--- config.mk ---
export PLATFORM = sky130hd
export DESIGN_NAME = hazard_unit
export DESIGN_NICKNAME = d
export VERILOG_FILES = /design/src/rtl/hazard_unit.sv
export SDC_FILE = /design/constraint.sdc
export NUM_CORES = 1
export LEC_CHECK = 0
export ABC_CLOCK_PERIOD_IN_PS = 2100
export CORE_MARGIN = 3
export CORE_UTILIZATION = 29
export CTS_CLUSTER_DIAMETER = 80
export DETAILED_ROUTE_END_ITERATION = 8
export PLACE_DENSITY_LB_ADDON = 0.25
export SYNTH_ARGS = -nofsm -noshare
export SYNTH_HDL_FRONTEND = slang
export SYNTH_SLANG_ARGS = --single-unit
--- constraint.sdc ---
create_clock -name clk -period 2.1 [get_ports clk]
set_input_delay 0.315 -clock clk [delete_from_list [all_inputs] [get_ports clk]]
set_output_delay 0.315 -clock clk [all_outputs]
set_load 0.05 [all_outputs]
--- src/rtl/hazard_unit.sv ---
// -----------------------------------------------------------------------------
// hazard_unit
//
// Carries the decoded control bundle of the 5-stage RISC-V pipeline through
// the ID/EX, EX/MEM and MEM/WB control registers. Detects load-use hazards and
// taken branches, and drives the PC / IF-ID enables, the IF/ID flush and
// bubble insertion into ID/EX.
//
// Optional feature macro: HAZARD_STATS_EN
//   defined   -> saturating stall/flush event counters are built
//   undefined -> no counter registers; stall_cnt / flush_cnt are tied to 0
//
// Ports
//   clk, reset            core clock; synchronous active-high reset
//   id_valid              IF/ID holds a real instruction
//   id_ctrl[7:0]          {ALUSrc, MemtoReg, RegWrite, MemRead, MemWrite,
//                          ALUOp[1], ALUOp[0], Branch}
//   id_rs1/rs2/rd         register fields of the instruction in ID
//   id_uses_rs1/rs2       instruction in ID actually reads that source
//   ex_branch_taken       EX comparator result (only meaningful for Branch)
//   ex_ctrl, mem_ctrl     registered bundles in EX and MEM
//   ex_rd, mem_rd, wb_rd  registered destination indices
//   wb_regwrite/memtoreg  registered WB controls
//   pc_write, ifid_write  PC and IF/ID enables (combinational)
//   ifid_flush            IF/ID loads a NOP at the next edge (combinational)
//   hz_state              last-cycle event: 00 RUN, 01 STALL, 10 FLUSH
//   stall_cnt, flush_cnt  event counters
// -----------------------------------------------------------------------------
module hazard_unit #(
  parameter int REG_W = 5,
  parameter int CNT_W = 16
) (
  input  logic             clk,
  input  logic             reset,
  input  logic             id_valid,
  input  logic [7:0]       id_ctrl,
  input  logic [REG_W-1:0] id_rs1,
  input  logic [REG_W-1:0] id_rs2,
  input  logic [REG_W-1:0] id_rd,
  input  logic             id_uses_rs1,
  input  logic             id_uses_rs2,
  input  logic             ex_branch_taken,
  output logic [7:0]       ex_ctrl,
  output logic [7:0]       mem_ctrl,
  output logic [REG_W-1:0] ex_rd,
  output logic [REG_W-1:0] mem_rd,
  output logic [REG_W-1:0] wb_rd,
  output logic             wb_regwrite,
  output logic             wb_memtoreg,
  output logic             pc_write,
  output logic             ifid_write,
  output logic             ifid_flush,
  output logic [1:0]       hz_state,
  output logic [CNT_W-1:0] stall_cnt,
  output logic [CNT_W-1:0] flush_cnt
);

  typedef enum logic [1:0] {
    HZ_RUN   = 2'b00,
    HZ_STALL = 2'b01,
    HZ_FLUSH = 2'b10,
    HZ_RSVD  = 2'b11
  } hz_state_e;

  // Pipeline control registers
  logic [7:0]       ex_ctrl_q,  ex_ctrl_d;
  logic [7:0]       mem_ctrl_q;
  logic [REG_W-1:0] ex_rd_q;
  logic [REG_W-1:0] mem_rd_q;
  logic [REG_W-1:0] wb_rd_q;
  logic             wb_regwrite_q;
  logic             wb_memtoreg_q;
  hz_state_e        hz_state_q, hz_state_d;

  logic load_use;
  logic br;

  // Hazard detection. A taken branch squashes the instruction in ID, so any
  // load-use stall it would have caused is discarded.
  always_comb begin
    load_use = ex_ctrl_q[4] && (ex_rd_q != '0) && id_valid &&
               ((id_uses_rs1 && (id_rs1 == ex_rd_q)) ||
                (id_uses_rs2 && (id_rs2 == ex_rd_q)));
    br       = ex_ctrl_q[0] && ex_branch_taken;
  end

  // Front-end enables and next ID/EX bundle; reset holds the front end and
  // forces a NOP into IF/ID.
  always_comb begin
    pc_write   = 1'b1;
    ifid_write = 1'b1;
    ifid_flush = 1'b0;
    ex_ctrl_d  = id_valid ? id_ctrl : 8'h00;
    hz_state_d = HZ_RUN;
    if (reset) begin
      pc_write   = 1'b0;
      ifid_write = 1'b0;
      ifid_flush = 1'b1;
      ex_ctrl_d  = 8'h00;
      hz_state_d = HZ_RUN;
    end else if (br) begin
      pc_write   = 1'b1;
      ifid_write = 1'b1;
      ifid_flush = 1'b1;
      ex_ctrl_d  = 8'h00;
      hz_state_d = HZ_FLUSH;
    end else if (load_use) begin
      pc_write   = 1'b0;
      ifid_write = 1'b0;
      ifid_flush = 1'b0;
      ex_ctrl_d  = 8'h00;
      hz_state_d = HZ_STALL;
    end else begin
      pc_write   = 1'b1;
      ifid_write = 1'b1;
      ifid_flush = 1'b0;
      hz_state_d = HZ_RUN;
    end
  end

  // Pipeline control registers and event state. The next state is derived
  // from this cycle's events only, so a stray reserved code lasts one cycle.
  always_ff @(posedge clk) begin
    if (reset) begin
      ex_ctrl_q     <= 8'h00;
      mem_ctrl_q    <= 8'h00;
      ex_rd_q       <= '0;
      mem_rd_q      <= '0;
      wb_rd_q       <= '0;
      wb_regwrite_q <= 1'b0;
      wb_memtoreg_q <= 1'b0;
      hz_state_q    <= HZ_RUN;
    end else begin
      ex_ctrl_q     <= ex_ctrl_d;
      // rd follows ID even on a bubble; the zero bundle makes it inert.
      ex_rd_q       <= id_rd;
      mem_ctrl_q    <= ex_ctrl_q;
      mem_rd_q      <= ex_rd_q;
      wb_regwrite_q <= mem_ctrl_q[5];
      wb_memtoreg_q <= mem_ctrl_q[6];
      wb_rd_q       <= mem_rd_q;
      hz_state_q    <= hz_state_d;
    end
  end

`ifdef HAZARD_STATS_EN
  logic [CNT_W-1:0] stall_cnt_q;
  logic [CNT_W-1:0] flush_cnt_q;

  // Saturating event counters; a stall overridden by a branch is not counted.
  always_ff @(posedge clk) begin
    if (reset) begin
      stall_cnt_q <= '0;
      flush_cnt_q <= '0;
    end else begin
      if (load_use && !br && (stall_cnt_q != {CNT_W{1'b1}})) begin
        stall_cnt_q <= stall_cnt_q + {{(CNT_W-1){1'b0}}, 1'b1};
      end else begin
        stall_cnt_q <= stall_cnt_q;
      end
      if (br && (flush_cnt_q != {CNT_W{1'b1}})) begin
        flush_cnt_q <= flush_cnt_q + {{(CNT_W-1){1'b0}}, 1'b1};
      end else begin
        flush_cnt_q <= flush_cnt_q;
      end
    end
  end

  assign stall_cnt = stall_cnt_q;
  assign flush_cnt = flush_cnt_q;
`else
  assign stall_cnt = '0;
  assign flush_cnt = '0;
`endif

  assign ex_ctrl     = ex_ctrl_q;
  assign mem_ctrl    = mem_ctrl_q;
  assign ex_rd       = ex_rd_q;
  assign mem_rd      = mem_rd_q;
  assign wb_rd       = wb_rd_q;
  assign wb_regwrite = wb_regwrite_q;
  assign wb_memtoreg = wb_memtoreg_q;
  assign hz_state    = hz_state_q;

endmodule

==> flow_summary.json, run 1 <==
{
  "period_minus_slack_ps": 2050,
  "die_w_um": 75.0,
  "gp_congestion": 0.736,
  "maxSlewHeadroom": 0.655,
  "rows": 24,
  "track_usage": 0.111,
  "drive_gt1_frac": 0.119,
  "worstSetupPathType": "reg2out",
  "grt_overflow": 0,
  "netlist.top_cell.by_area": "dfxtp_1",
  "grt_pass1_vias": 910,
  "worst_r2r_endpoint": "hz_state[0]",
  "setup_slack_ps": 49.0,
  "setup_viol": 0,
  "final_cells": 262,
  "synth_top_area_share": 0.507,
  "powerDensity_nw_per_um2": 741,
  "hold_buffers": 0,
  "grt_busiest_layer": "met2",
  "synthCells": 138,
  "timing.fmax_mhz": 488,
  "ioPinCount": 99,
  "cts_max_path_buffers": 2,
  "vias": 1040,
  "drc_errors": 0,
  "diodes": 0,
  "grt_pass1_wl_um": 4480,
  "core_um2": 4470,
  "worst_pin_slew_ps": 515,
  "final.setup_skew_ps": 6.50,
  "dieArea_um2": 5630,
  "worstPathRequired_ps": 1780,
  "grt_antenna_before_repair": 0,
  "holdCritPathClass": "reg2reg",
  "ant_nets": 0,
  "path_clk_slew_ps": 60,
  "rrSetupSlack_ps": 600,
  "synth_cell_type_count": 18,
  "ys_ff_latch": 35,
  "cts_tree": "done",
  "layout.nets": 239,
  "insertion_delay_ps": 290,
  "fillers": 440,
  "rsz0062_at_grt": "yes",
  "hold_viol_final": 0,
  "start_util": 0.309,
  "end_kind": "output pin",
  "rr_worst_depth": 4,
  "htree_levels": 2,
  "r2r_start": "ex_rd[1]",
  "routed_wl_um": 3130,
  "cts_buffers": 5,
  "synth.avg_cell_area_um2": 10.0,
  "p_leak_nw": 0.863,
  "path_max_fanout": 5,
  "clkSinkCount": 35,
  "met2_usage": 0.162,
  "crit_path_start": "ex_rd[1]",
  "met3_usage": 0.0441,
  "seq_area_frac_synth": 0.507,
  "timing.final.crit_share": 0.977,
  "cp-start-kind": "flop",
  "place_hpwl_um": 2350,
  "drv_slew": 0,
  "area_growth_pct": 55.0,
  "cts_root_buf": "clkbuf_8",
  "ys_top_cells_by_area": "dfxtp_1, buf_4, nor2b_1, xnor2_1, a21oi_1",
  "critPathCapture": "pc_write",
  "chipHeight_um": 75.0,
  "drtIter0Drc": 42,
  "dr.pass1.iters": 4,
  "avgRoutedWirePerCell_um": 11.9,
  "grt_max_degree": 24,
  "port_buffers": 66,
  "preCtsSetupSlack_ps": 123,
  "grt_use_met1": 0.140,
  "outcome": "completed",
  "syn_area_um2": 1380,
  "ir_worst_vdd_v": 0.000243,
  "placed_cells": 254,
  "ys_warn_count": 0,
  "fin_util": 0.479,
  "viasPerCell": 3.97,
  "maxCapViolCount": 0,
  "arrival_ps": 1740
}
## logic make-up (layout without fill, tap and decap cells)
kind of cell,after synthesis,in the layout,share of synthesized area
buffers and inverters,39,80,0.201
AO/OA/AOI/OAI,12,12,0.0534
XOR/XNOR,10,10,0.0633
flip-flops,35,35,0.507
AND/OR/NAND/NOR,41,41,0.173
other,1,32,0.00271
## cell type report
type                            count  area [um^2]  area share
Clock buffer                        6         82.6      0.0385
Clock inverter                      1         5.00     0.00234
Tap cell                           52         65.1      0.0304
Inverter                            1         3.75     0.00175
Multi-Input combinational cell     95          552       0.257
Timing Repair Buffer               72          723       0.337
Sequential cell                    35          712       0.332
## critical path: stages, from the launching register on
cell	delay, ps
dfxtp_4	360
or3_4	370
o311a_4	330
a31oi_4	220
buf_12	170
## per-layer routing
metal / vias up / part of all wire / routed length (um)
met1: 441 / 0.40 / 1260
li1: 517 / - / -
met3: 6 / 0.14 / 443
met5: - / 0 / 0
met4: 0 / 0.022 / 70
met2: 76 / 0.43 / 1350
## placed cells by master (no fill, tap or decap), types with 2 or more instances in the layout
cell / instances
dfxtp_4: 2
clkbuf_8: 6
a21oi_1: 9
clkdlybuf4s50_1: 63
conb_1: 32
buf_4: 7
dfxtp_1: 30
xnor2_1: 10
buf_12: 2
nand4_1: 2
nand3_1: 8
dfxtp_2: 3
nor2b_1: 25
nand2_1: 3
## power by group
group	leakage (nW)	internal, mW	switching (mW)
registers	0.288	0.686	0.0150
logic	0.528	0.128	0.273
clock network	0.0470	0.257	0.229
total	0.863	1.07	0.517
## Yosys cell counts
library cell,n
nor2b_1,25
or3_1,1
buf_4,33
conb_1,1
a31oi_1,1
buf_6,1
and2_1,1
a21oi_1,9
dfxtp_1,35
clkbuf_1,4
and3_1,1
inv_1,1
nand2_1,3
nand3_1,8
nand4_1,2
o311a_1,1
o22ai_2,1
xnor2_1,10
## sequential cells by signal, indices dropped and copies added, names as in the netlist
name	count
wb_rd	5
wb_memtoreg	1
ex_rd	5
mem_rd	5
mem_ctrl	8
wb_regwrite	1
hz_state	2
ex_ctrl	8
## stage by stage
| stage | setup TNS, ps | power, mW | instance area (um^2) | hold WS [ps] |
|---|---|---|---|---|
| 3_5_place_dp | 0 | 1.11 | 2030 | 452 |
| 2_1_floorplan | -0.823 | 1.04 | 1530 | 437 |
| 4_1_cts | 0 | 1.61 | 2130 | 465 |
| 6_report | 0 | 1.59 | 2140 | 460 |
| 5_1_grt | -17.4 | 1.67 | 2140 | 475 |
| 3_3_place_gp | 0 | 1.11 | 2030 | 445 |
## timing repair
action	in CTS	in global routing
hold endpoints to repair	0	0
gates resized for setup	0	2
buffers inserted	1	0
setup endpoints to repair	2	2
## how the worst min path moves through the flow
stage	from	end	slack, ps	depth (start not counted)
after floorplan	ex_branch_taken	hz_state[1]	440	1
after global placement	mem_rd[4]	wb_rd[4]	450	1
after detailed placement	mem_rd[4]	wb_rd[4]	450	1
after CTS	mem_rd[4]	wb_rd[4]	460	1
after global routing	mem_rd[3]	wb_rd[3]	480	1
final	mem_rd[4]	wb_rd[4]	460	1
Power figures use the tool's default switching activity.
==> run 2: changes to the inputs <==
CORE_UTILIZATION = 34   (was 29)
==> run 2 against run 1 <==
Core utilization is 9.0 points higher. Clock power is 17% higher. Worst setup slack worse by 14 ps. Die area is 14% lower. Wire length is 1.5% lower. Global-route usage is 2.5 points higher. Cell area is 0.88% higher. Sequential share of layout area is 0.29 points lower. Critical path depth stayed put. Cell count is 0.38% lower. First-iteration DRC count is 67% lower. Clock-buffer cell count is 1 higher. Largest cell class unchanged.
==> flow_summary.json, run 2 (same netlist as run 1, synthesis figures left out) <==
{
  "chipHeight_um": 69.8,
  "placed_cells": 251,
  "cts_max_path_buffers": 2,
  "p_leak_nw": 0.883,
  "rsz0062_at_grt": "yes",
  "hold_buffers": 0,
  "timing.fmax_mhz": 484,
  "dr.pass1.iters": 4,
  "pwr-share-seq": 0.418,
  "timing.final.crit_share": 0.983,
  "final_common_cell": "clkdlybuf4s50_1",
  "drv_slew": 0,
  "worstPathRequired_ps": 1780,
  "powerDensity_nw_per_um2": 774,
  "fin_area_um2": 2160,
  "clkSinkCount": 35,
  "drc_errors": 0,
  "dieArea_um2": 4870,
  "hold_viol_final": 0,
  "maxCapViolCount": 0,
  "met3_usage": 0.0464,
  "gp_congestion": 0.705,
  "drtIter0Drc": 14,
  "worstSetupPathType": "reg2out",
  "insertion_delay_ps": 280,
  "ir_worst_vdd_v": 0.000377,
  "viasPerCell": 4.08,
  "ant_nets": 0,
  "grt_pass1_wl_um": 5180,
  "preCtsSetupSlack_ps": 119,
  "period_minus_slack_ps": 2060,
  "path_clk_slew_ps": 70,
  "place_hpwl_um": 2470,
  "placed_area_um2": 2030,
  "worst_pin_slew_ps": 516,
  "ioPinCount": 99,
  "drive_gt1_frac": 0.122,
  "area_growth_pct": 56.4,
  "final.setup_skew_ps": 8.17,
  "grt_busiest_layer": "met2",
  "cts_buffers": 5,
  "core_um2": 3800,
  "routed_wl_um": 3080,
  "path_max_fanout": 2,
  "htree_levels": 2,
  "final_cells": 261,
  "outcome": "completed",
  "grt_overflow": 0,
  "cp-start-kind": "flop",
  "setup_viol": 0,
  "grt_use_met1": 0.155,
  "arrival_ps": 1750,
  "hold_ws_ps": 463,
  "netSwitchingFraction": 0.312,
  "end_kind": "output pin",
  "cts_root_buf": "clkbuf_8",
  "most-common-layout-cells": "clkdlybuf4s50_1, conb_1, dfxtp_1",
  "p_int_mw": 1.15,
  "diodes": 0,
  "die_w_um": 69.8,
  "cts_tree": "done",
  "vias": 1064,
  "layout.nets": 241,
  "fin_tns_setup_ps": 0,
  "port_buffers": 66,
  "holdCritPathClass": "reg2reg",
  "rows": 22,
  "track_usage": 0.136,
  "cts_resized": 0,
  "setup_slack_ps": 35.1,
  "grt_pass1_vias": 1036,
  "combPwrFrac": 0.241,
  "clkPwrFrac": 0.340,
  "grt_max_degree": 19,
  "avgRoutedWirePerCell_um": 11.8,
  "met2_usage": 0.228,
  "start_util": 0.364,
  "p_sw_uw": 522,
  "maxSlewHeadroom": 0.655,
  "grt_antenna_before_repair": 0
}
## run 2: layout make-up
| type | count | area, um^2 |
|---|---|---|
| fillers | 339 | 1640 |
| repair buffers | 74 | 738 |
| flip-flops and latches | 35 | 712 |
| multi-input cells | 95 | 536 |
| clock buffers | 7 | 108 |
| well taps | 48 | 60.1 |
| clock inverters | 1 | 5.00 |
| inverters | 1 | 3.75 |
## run 2: power by group through the flow
| stage | registers (mW) | clock network [mW] | logic (mW) |
|---|---|---|---|
| floorplan | 0.795 | 0 | 0.241 |
| global placement | 0.716 | 0 | 0.396 |
| detailed placement | 0.718 | 0 | 0.398 |
| CTS | 0.701 | 0.581 | 0.402 |
| global route | 0.703 | 0.612 | 0.422 |
| finish | 0.699 | 0.569 | 0.404 |
## run 2: worst paths after layout
check            start           to  slack (ps)  cells after the start
max           ex_rd[0]     pc_write          40                      4
min          mem_rd[2]     wb_rd[2]         460                      1
max reg2reg   ex_rd[0]  hz_state[0]         590                      4
min reg2reg  mem_rd[2]     wb_rd[2]         460                      1
## run 2: routing by layer
| layer | vias to the layer above | share of wire |
|---|---|---|
| met3 | 5 | 0.10 |
| met2 | 63 | 0.49 |
| met5 | - | 0 |
| li1 | 521 | - |
| met4 | 0 | 0.017 |
| met1 | 475 | 0.39 |
## run 2: what timing repair did
action                                  CTS  global route
pin swaps                                 0             0
setup buffers                             1             1
endpoints found under the setup margin    2             2
gates cloned                              0             0
## run 2: stage by stage
step | utilization | total power, mW
after detailed placement | 0.536 | 1.12
after global placement | 0.536 | 1.11
after floorplan | - | 1.04
after CTS | 0.567 | 1.68
after global routing | 0.569 | 1.74
final | 0.569 | 1.67
## run 2: worst max-delay path: stages (launching register included)
cell and delay, ps:
dfxtp_4 340, or3_1 370, o311a_1 350, a31oi_4 240, buf_12 170
==> run 3: changes to the inputs <==
CTS_CLUSTER_DIAMETER = unset   (was 80)
PLACE_DENSITY = 0.86   (was unset)
PLACE_DENSITY_LB_ADDON = unset   (was 0.25)
==> run 3 against run 2 <==
Clock-buffer cell count fell by 2. Register-to-register slack hardly changed. Maximum frequency hardly changed. Hold slack barely moved. Clock power down 17%. Critical endpoint is now ifid_write.
==> flow_summary.json, run 3 (same netlist as run 1, synthesis figures left out) <==
{
  "hold_viol_final": 0,
  "cts_root_buf": "clkbuf_8",
  "chipHeight_um": 69.8,
  "holdPathStages": 1,
  "vias": 1085,
  "period_minus_slack_ps": 2060,
  "die_w_um": 69.8,
  "rsz0062_at_grt": "yes",
  "final.setup_skew_ps": 5.05,
  "drtIter0Drc": 30,
  "port_buffers": 66,
  "hold_buffers": 0,
  "avgRoutedWirePerCell_um": 12.5,
  "grt_antenna_before_repair": 0,
  "htree_levels": 2,
  "cts_tree": "done",
  "maxSlewHeadroom": 0.647,
  "cp-start-kind": "flop",
  "track_usage": 0.135,
  "rows": 22,
  "final_common_cell": "clkdlybuf4s50_1",
  "ioPinCount": 99,
  "gp_congestion": 0.830,
  "viasPerCell": 4.17,
  "powerDensity_nw_per_um2": 739,
  "path_clk_slew_ps": 70,
  "core_um2": 3800,
  "cts_resized": 0,
  "grt_pass1_vias": 1040,
  "holdCritPathClass": "reg2reg",
  "drv_slew": 0,
  "ant_nets": 0,
  "grt_overflow": 0,
  "worstPathRequired_ps": 1780,
  "drc_errors": 0,
  "place_hpwl_um": 2630,
  "finalPower_mw": 1.57,
  "routed_wl_um": 3250,
  "start_util": 0.364,
  "area_growth_pct": 53.9,
  "path_max_fanout": 2,
  "arrival_ps": 1750,
  "layout.nets": 240,
  "most-common-layout-cells": "clkdlybuf4s50_1, conb_1, dfxtp_1",
  "drive_gt1_frac": 0.118,
  "diodes": 0,
  "worst_pin_slew_ps": 528,
  "dr.pass1.iters": 4,
  "grt_pass1_wl_um": 4960,
  "worstSetupPathType": "reg2out",
  "insertion_delay_ps": 280,
  "setup_viol": 0,
  "rr_worst_depth": 4,
  "fin_util": 0.560,
  "cts_max_path_buffers": 2,
  "dieArea_um2": 4870,
  "timing.fmax_mhz": 484,
  "maxCapViolCount": 0,
  "grt_max_degree": 21,
  "ir_worst_vdd_v": 0.000266,
  "timing.final.crit_share": 0.983,
  "clkSinkCount": 35,
  "outcome": "completed",
  "cts_buffers": 5,
  "p_leak_nw": 0.867,
  "end_kind": "output pin"
}
[run 3: cell types whose count changed in the layout (fill, tap and decap cells not counted), sizes merged]
cell    before  now
clkbuf       7    5
inv          1    3
buf         11   10
[run 3: metrics by stage]
stage / cell area, um^2 / hold slack [ps] / cells / TNS, ps / setup WS, ps
after CTS: 2130 / 465 / 260 / 0 / 6.10
after detailed placement: 2030 / 450 / 251 / 0 / 116
after global routing: 2130 / 476 / 260 / -34.6 / -18.1
after floorplan: 1530 / 437 / 169 / -0.823 / -0.823
after global placement: 2030 / 442 / 251 / 0 / 194
final: 2130 / 463 / 260 / 0 / 35.5
[run 3: power by group]
group | switching, mW | total, mW | leakage [nW] | internal (mW)
logic | 0.274 | 0.402 | 0.530 | 0.128
clock network | 0.239 | 0.471 | 0.0488 | 0.232
registers | 0.0148 | 0.701 | 0.288 | 0.686
total | 0.527 | 1.57 | 0.867 | 1.05
[run 3: path summary, 6_finish.rpt]
check,start,end,slack [ps]
setup / recovery,ex_rd[0],ifid_write,40
hold / removal,mem_rd[4],wb_rd[4],460
setup reg to reg,ex_rd[0],hz_state[0],580
hold reg to reg,mem_rd[4],wb_rd[4],460
[run 3: area by class of cell]
cell class / count / area (um^2)
Fill cell: 335 / 1670
Timing Repair Buffer: 73 / 731
Sequential cell: 35 / 712
Multi-Input combinational cell: 95 / 536
Clock buffer: 5 / 68.8
Tap cell: 48 / 60.1
Clock inverter: 3 / 17.5
Inverter: 1 / 3.75
[run 3: critical path, cell delays in order, from the launching register on]
cell,delay (ps)
dfxtp_4,340
or3_1,370
o311a_1,340
a31oi_4,240
buf_12,170
[run 3: layer usage]
| layer | vias to the layer above | global-route usage | wire length [um] |
|---|---|---|---|
| met5 | - | 0 | 0 |
| met4 | 0 | 0.0638 | 63 |
| met3 | 8 | 0.0594 | 372 |
| met2 | 71 | 0.252 | 1670 |
| met1 | 487 | 0.124 | 1150 |
| li1 | 519 | - | - |
[run 3: what timing repair did]
action / 4_1_cts / 5_1_grt
setup buffers: 1 / 0
endpoints found under the setup margin: 2 / 2
pin swaps: 0 / 0
